<file path="src/rtl/bin2rns_converter.sv">
// Bit-serial binary-to-RNS converter: one operand bit per cycle, all domains in parallel.
// Optional BIN2RNS_BINARY_WB_EN adds bin_wb to write bin_in straight to the binary bank.
module bin2rns_converter #(
  parameter int                       NUM_DOMAINS = 1,
  parameter logic [NUM_DOMAINS*8-1:0] MODULI      = 8'd251
) (
  input  logic                     clk,
  input  logic                     reset,
  input  logic                     start,
  input  logic [7:0]               bin_in,
  input  logic [2:0]               dst_addr,
`ifdef BIN2RNS_BINARY_WB_EN
  input  logic                     bin_wb,
`endif
  output logic                     busy,
  output logic                     done,
  output logic [NUM_DOMAINS*8-1:0] wr_data,
  output logic [2:0]               wr_addr,
  output logic                     wr_en,
  output logic                     destination_RNS
);

  localparam int DW = NUM_DOMAINS * 8;

  typedef enum logic [1:0] {
    IDLE,
    CONVERT,
    WRITE
  } state_t;

  state_t          r_state;
  logic [7:0]      r_op;
  logic [2:0]      r_addr;
  logic [2:0]      r_cnt;
  logic [7:0]      r_rem [NUM_DOMAINS];
  logic            r_busy;
  logic            r_done;
  logic            r_wr_en;
  logic            r_dst;
  logic [DW-1:0]   r_wr_data;
  logic [2:0]      r_wr_addr;

  logic            w_bit;
  logic [7:0]      w_rem_nxt [NUM_DOMAINS];
  logic [DW-1:0]   w_res;

  assign w_bit = r_op[r_cnt];

  // Remainder never reaches 256 once reduced, so only the shifted value needs 9 bits.
  for (genvar g = 0; g < NUM_DOMAINS; g++) begin : g_dom
    localparam logic [8:0] M = {1'b0, MODULI[8*g +: 8]};
    logic [8:0] w_sh;
    logic [8:0] w_diff;
    assign w_sh   = {r_rem[g], w_bit};
    assign w_diff = w_sh - M;
    assign w_rem_nxt[g] = (M != 9'd0 && w_sh >= M) ? w_diff[7:0] : w_sh[7:0];
    assign w_res[8*g +: 8] = w_rem_nxt[g];
  end

  always_ff @(posedge clk) begin
    if (reset) begin
      r_state   <= IDLE;
      r_op      <= '0;
      r_addr    <= '0;
      r_cnt     <= '0;
      r_busy    <= 1'b0;
      r_done    <= 1'b0;
      r_wr_en   <= 1'b0;
      r_dst     <= 1'b0;
      r_wr_data <= '0;
      r_wr_addr <= '0;
      for (int i = 0; i < NUM_DOMAINS; i++) r_rem[i] <= '0;
    end else begin
      r_done  <= 1'b0;
      r_wr_en <= 1'b0;
      r_dst   <= 1'b0;
      unique case (r_state)
        IDLE: begin
          if (start) begin
            r_op   <= bin_in;
            r_addr <= dst_addr;
            r_cnt  <= 3'd7;
            r_busy <= 1'b1;
            for (int i = 0; i < NUM_DOMAINS; i++) r_rem[i] <= '0;
`ifdef BIN2RNS_BINARY_WB_EN
            if (bin_wb) begin
              r_state   <= WRITE;
              r_wr_en   <= 1'b1;
              r_done    <= 1'b1;
              r_wr_data <= DW'(bin_in);
              r_wr_addr <= dst_addr;
            end else begin
              r_state <= CONVERT;
            end
`else
            r_state <= CONVERT;
`endif
          end
        end
        CONVERT: begin
          for (int i = 0; i < NUM_DOMAINS; i++) r_rem[i] <= w_rem_nxt[i];
          r_cnt <= r_cnt - 3'd1;
          if (r_cnt == 3'd0) begin
            r_state   <= WRITE;
            r_wr_en   <= 1'b1;
            r_done    <= 1'b1;
            r_dst     <= 1'b1;
            r_wr_data <= w_res;
            r_wr_addr <= r_addr;
          end
        end
        WRITE: begin
          r_state <= IDLE;
          r_busy  <= 1'b0;
        end
        default: begin
          r_state <= IDLE;
          r_busy  <= 1'b0;
        end
      endcase
    end
  end

  assign busy            = r_busy;
  assign done            = r_done;
  assign wr_data         = r_wr_data;
  assign wr_addr         = r_wr_addr;
  assign wr_en           = r_wr_en;
  assign destination_RNS = r_dst;

endmodule

</file>
<file path="config.mk">
export PLATFORM = sky130hd
export DESIGN_NAME = bin2rns_converter
export DESIGN_NICKNAME = d
export VERILOG_FILES = /design/src/rtl/bin2rns_converter.sv
export SDC_FILE = /design/constraint.sdc
export NUM_CORES = 1
export LEC_CHECK = 0
export CAP_MARGIN = 5
export CORE_ASPECT_RATIO = 1.2
export CORE_MARGIN = 10
export CORE_UTILIZATION = 52
export CTS_CLUSTER_SIZE = 28
export DETAILED_ROUTE_END_ITERATION = 12
export PLACE_DENSITY = 0.78
export SLEW_MARGIN = 20
export SYNTH_ARGS = -nofsm -noshare
export SYNTH_HDL_FRONTEND = slang
export SYNTH_SLANG_ARGS = --single-unit
</file>
<file path="constraint.sdc">
create_clock -name clk -period 2.6 [get_ports clk]
set_input_delay 0.52 -clock clk [delete_from_list [all_inputs] [get_ports clk]]
set_output_delay 0.52 -clock clk [all_outputs]
set_load 0.02 [all_outputs]
</file>
Word-level counts from Yosys, hierarchy flattened
Memory sizes are Yosys's and may differ from the RTL's.
Index checks and enable logic that the tools add are counted.
- register bits: 29
- RAM bits: 8
- input bits: 14
- output and inout bits: 15
- logic and storage cells: 52
- memories kept: 1
- $add $sub $neg: 2
- magnitude comparators: 2
- eq/ne operators: 3
- multiplexer cells: 24
- bitwise operators: 1
- reduce and logical (&&, ||, !) cells: 11
- memory list (memory ; words ; width ; rd ports ; clocked after Yosys merged registers in ; write ports ; RTL line ; source):
    r_rem ; 1 ; 8 ; 1 ; 0 ; 1 ; 35 ; logic [7:0] r_rem [NUM_DOMAINS];
- operators with widths (cell ; number):
    $mux W8 ; 3
    $reduce_or A8 Y1 ; 2
    $mux W1 ; 14
    $reduce_and A2 Y1 ; 5
    $ge A9 B8 Y1 const B ; 1
    $sub A8 B8 Y8 const B ; 1
    $pmux W3 S2 ; 1
    $lt A3 B4 Y1 const B ; 1
    $mux W2 ; 2
    $ne A2 B2 Y1 const B ; 2
    $pmux W2 S2 ; 1
    $bmux W1 S3 ; 1
    $logic_not A3 Y1 ; 1
    $mux W3 ; 1
    $sub A3 B1 Y3 const B ; 1
    $eq A2 B1 Y1 const B ; 1
    $logic_not A2 Y1 ; 1
    $pmux W1 S2 ; 1
    $reduce_bool A2 Y1 ; 1
    $reduce_or A2 Y1 ; 1
    $not A1 Y1 ; 1

Logic depth before layout (Yosys ltp)
Gate-level depths: netlist (run 1).
- depth in word-level cells: 7
- depth in mapped cells: 10
- gate-level depth less buffers: 9

Worst setup path after synthesis (run 1)
Ideal clock, no wire load.
- kind: register to register
- from: reg r_cnt[0]
- to: mem r_rem[0][1], data pin
- library setup time: 265 ps
- data arrival time: 1954 ps
- data required time: 2335 ps
- setup slack: 381 ps
- cell stages (with the launch flop): 11
- path buffers: 1
- clock period less this slack: 2219 ps
- cell sequence: dfxtp_1 buf_6 mux2i_1 nand2_1 and3_1 ha_1 nor2_1 o31a_1 mux2i_1 a31oi_1 nor2b_1
- longest elaborated chain between the ends: 5
- elaborated cells between the ends (all ways): 6
- classes of those cells: 1 x add/sub; 1 x order compare; 4 x mux
- ends and longest elaborated chain (element ; RTL line ; source):
    from (decl) ; 34 ; logic [2:0] r_cnt;
    from (signal assigned) ; 102 ; r_cnt <= r_cnt - 3'd1;
    $bmux W1 S3 (*) ; 47 ; assign w_bit = r_op[r_cnt];
    $mux W1 (not written as such) (*) ; 47 ;
    $sub A8 B8 Y8 / $ge A9 B8 Y1 (equally long branches) ; 55, 56 ;
    $mux W8 (*) ; 56 ; assign w_rem_nxt[g] = (M != 9'd0 && w_sh >= M) ? w_diff[7:0] : w_sh[7:0];
    $mux W8 (no source line) (*) ; - ;
    to (decl) ; 35 ;
Mark *: on every way between the ends. The rest lies on a longest branch, timed or not. The select of a mux whose other input is x is not followed.

Final worst setup path (run 1)
Ends and elaborated chain as after synthesis.

==> impl_metrics.env, run 1 <==
export IMPL_status="complete, no violations"
export IMPL_grt_pass1_vias=1516
export IMPL_relSlewSlack=0.726
export IMPL_setup_viol=0
export IMPL_drtPass1Iterations=6
export IMPL_powerDensity_mw_per_mm2=627
export IMPL_period_minus_slack_ns=2.32
export IMPL_fin_ws_ns=0.285
export IMPL_synth_ff_type="dfxtp_1"
export IMPL_wl_per_cell_um=15.0
export IMPL_use_met1=0.142
export IMPL_syn_area_mm2=0.00173
export IMPL_viasPerCell=5.75
export IMPL_antenna_found_initial=0
export IMPL_grt_ovfl_total=0
export IMPL_fp_coreArea_mm2=0.00314
export IMPL_initial_core_util=0.550
export IMPL_cts_sinks=37
export IMPL_ctsResizeCount=0
export IMPL_final_cell_area_mm2=0.00208
export IMPL_gr_usage_met2=0.231
export IMPL_place_worst_setup_slack_ns=0.182
export IMPL_clk_latency_ns=0.34
export IMPL_hold_class="flip-flop to flip-flop"
export IMPL_p_comb_frac=0.231
export IMPL_h_tree_depth=2
export IMPL_swShare=0.305
export IMPL_ant_nets=0
export IMPL_fin_nets=246
export IMPL_use_met3=0.0476
export IMPL_max_clock_path_buffers=2
export IMPL_vias=1530
export IMPL_die_w_um=72.6
export IMPL_cp_required_ns=2.80
export IMPL_power_frac_seq=0.528
export IMPL_areaGrowthSynthToFinish_pct=20.7
export IMPL_synth_cell_type_count=41
export IMPL_hold_buffers=0
export IMPL_ys_seq_area_frac=0.476
export IMPL_drt_iter0_drc=126
export IMPL_drv_cap=0
export IMPL_holdWs_ns=0.462
export IMPL_finClkSkew_ns=0.00955
export IMPL_gp_congestion=0.830
export IMPL_postCtsSetupBuffers=0
export IMPL_die_area_mm2=0.00603
export IMPL_peakVddDrop_v=0.000404
export IMPL_cp_end_kind="flip-flop"
export IMPL_io_buffers=28
export IMPL_synth_seq_cells=37
export IMPL_fin_crit_sh=0.891
export IMPL_synth_edff_count=8
export IMPL_crit_arrival_ns=2.51
export IMPL_internal_power_mw=0.908
export IMPL_cts_tree="done"
export IMPL_tightest_slew_ns=0.410
export IMPL_groute_usage_overall=0.135
export IMPL_fmax_ghz=0.432
export IMPL_critPathMaxFanout=7
export IMPL_p_total_mw=1.31
export IMPL_grt_max_degree=17
export IMPL_post_route_cells_drive_above_1_share=0.0696
export IMPL_power_leakage_nw=0.770
export IMPL_switching_power_mw=0.399
export IMPL_layout_common_cells="nand2_1, dfxtp_1, clkdlybuf4s50_1"
export IMPL_drv_slew=0
export IMPL_diodes=0
export IMPL_drc=0
export IMPL_worstSetupPathType="flip-flop to flip-flop"
export IMPL_final_hold_violation_count=0
export IMPL_grt_pass1_wl_mm=6.75
export IMPL_pin_count=29
export IMPL_cts_clk_slew_worst_paths_ns=0.11
export IMPL_pwr_share_clk=0.241
export IMPL_clockRootBuffer="clkbuf_4"
export IMPL_yosysWarnings=0
export IMPL_syn_avg_cell_area_um2=8.58
export IMPL_hpwl_mm=3.07
export IMPL_post_dp_cell_area_mm2=0.00202
export IMPL_cp_start_kind="flip-flop"
export IMPL_cts_buffers=5
export IMPL_final_common_cell="nand2_1"
export IMPL_utilization=0.664
export IMPL_die_h_um=83.1
export IMPL_final_cells=266
export IMPL_rsz0062_at_grt="false"
export IMPL_synth_fp_nets=218
export IMPL_finalSetupTns_ns=0
export IMPL_rows=22
export IMPL_synthArstFlopShare=0
export IMPL_synthCells=201
export IMPL_grt_busiest_layer="met2"
export IMPL_dp_cells=258
export IMPL_routed_wl_mm=3.99
[area by class of cell]
class	instances	area, um2
Fill cell	273	1050
Multi-Input combinational cell	148	828
Sequential cell	37	822
Timing Repair Buffer	32	310
Clock buffer	8	58.8
Tap cell	36	45.0
Inverter	5	18.8
[kinds of logic (layout without fill, tap and decap cells)]
logic type / Yosys count / in the layout / share of synthesized area
AOI/OAI and AO/OA: 50 / 50 / 0.190
xor gates and xnor gates: 1 / 1 / 0.00508
adders and majority gates: 3 / 3 / 0.0218
buffers and inverters: 16 / 45 / 0.0442
DFF: 37 / 37 / 0.476
muxes: 6 / 6 / 0.0355
and+or+nand+nor: 88 / 88 / 0.228
[worst max-delay path, stage by stage (launching register included)]
cell	delay, ns
dfxtp_2	0.44
mux2i_1	0.12
a22oi_2	0.26
and3_1	0.29
ha_1	0.22
nor2_1	0.07
o31a_1	0.31
mux2i_1	0.12
a31oi_1	0.18
nor2b_1	0.17
[metal layers]
metal / wire [um] / up-vias
li1: - / 759
met1: 1640 / 713
met2: 2030 / 48
met3: 221 / 10
met4: 99 / 0
met5: 0 / -
[flip-flops by register name, summed over array words and instances (netlist names)]
name and count:
wr_addr 3, destination_RNS 1, wr_data 8, r_rem 8, r_op 8, r_cnt 3
r_addr 3, busy 1, r_state 2
[synth_stat cells (4+ instances only)]
master,instances,area [um2]
nor2_1,22,82.6
nand2_1,41,154
a211oi_1,8,60.1
a31oi_1,5,31.3
and2_1,4,25.0
clkbuf_1,7,26.3
nor2b_1,5,31.3
edfxtp_1,8,240
inv_1,5,18.8
dfxtp_1,29,581
mux2i_1,5,50.1
o21ai_0,6,30.0
a21oi_1,18,90.1
[final timing paths]
path | from | end | slack [ns] | cells after the start
worst min-delay path | wr_addr[0] | wr_addr[0] | 0.46 | 2
worst max register to register | r_cnt[0] | r_rem[0][1] | 0.28 | 9
worst max-delay path | r_cnt[0] | r_rem[0][1] | 0.28 | 9
worst min register to register | wr_addr[0] | wr_addr[0] | 0.46 | 2
[power groups by stage]
| stage | clock network (mW) | registers [mW] | logic [mW] |
|---|---|---|---|
| CTS | 0.321 | 0.689 | 0.304 |
| detailed placement | 0 | 0.702 | 0.302 |
| finish | 0.315 | 0.690 | 0.302 |
| floorplan | 0 | 0.701 | 0.198 |
| global route | 0.349 | 0.697 | 0.339 |
| global placement | 0 | 0.699 | 0.291 |
No activity file was read; power rests on OpenSTA's default activity.
==> run 2, diff against run 1 <==
Settings changed: CAP_MARGIN 5 to unset, GPL_ROUTABILITY_DRIVEN set to 1.
==> results of run 2 <==
The final DEF is identical to that of run 1; final timing and power are the same.
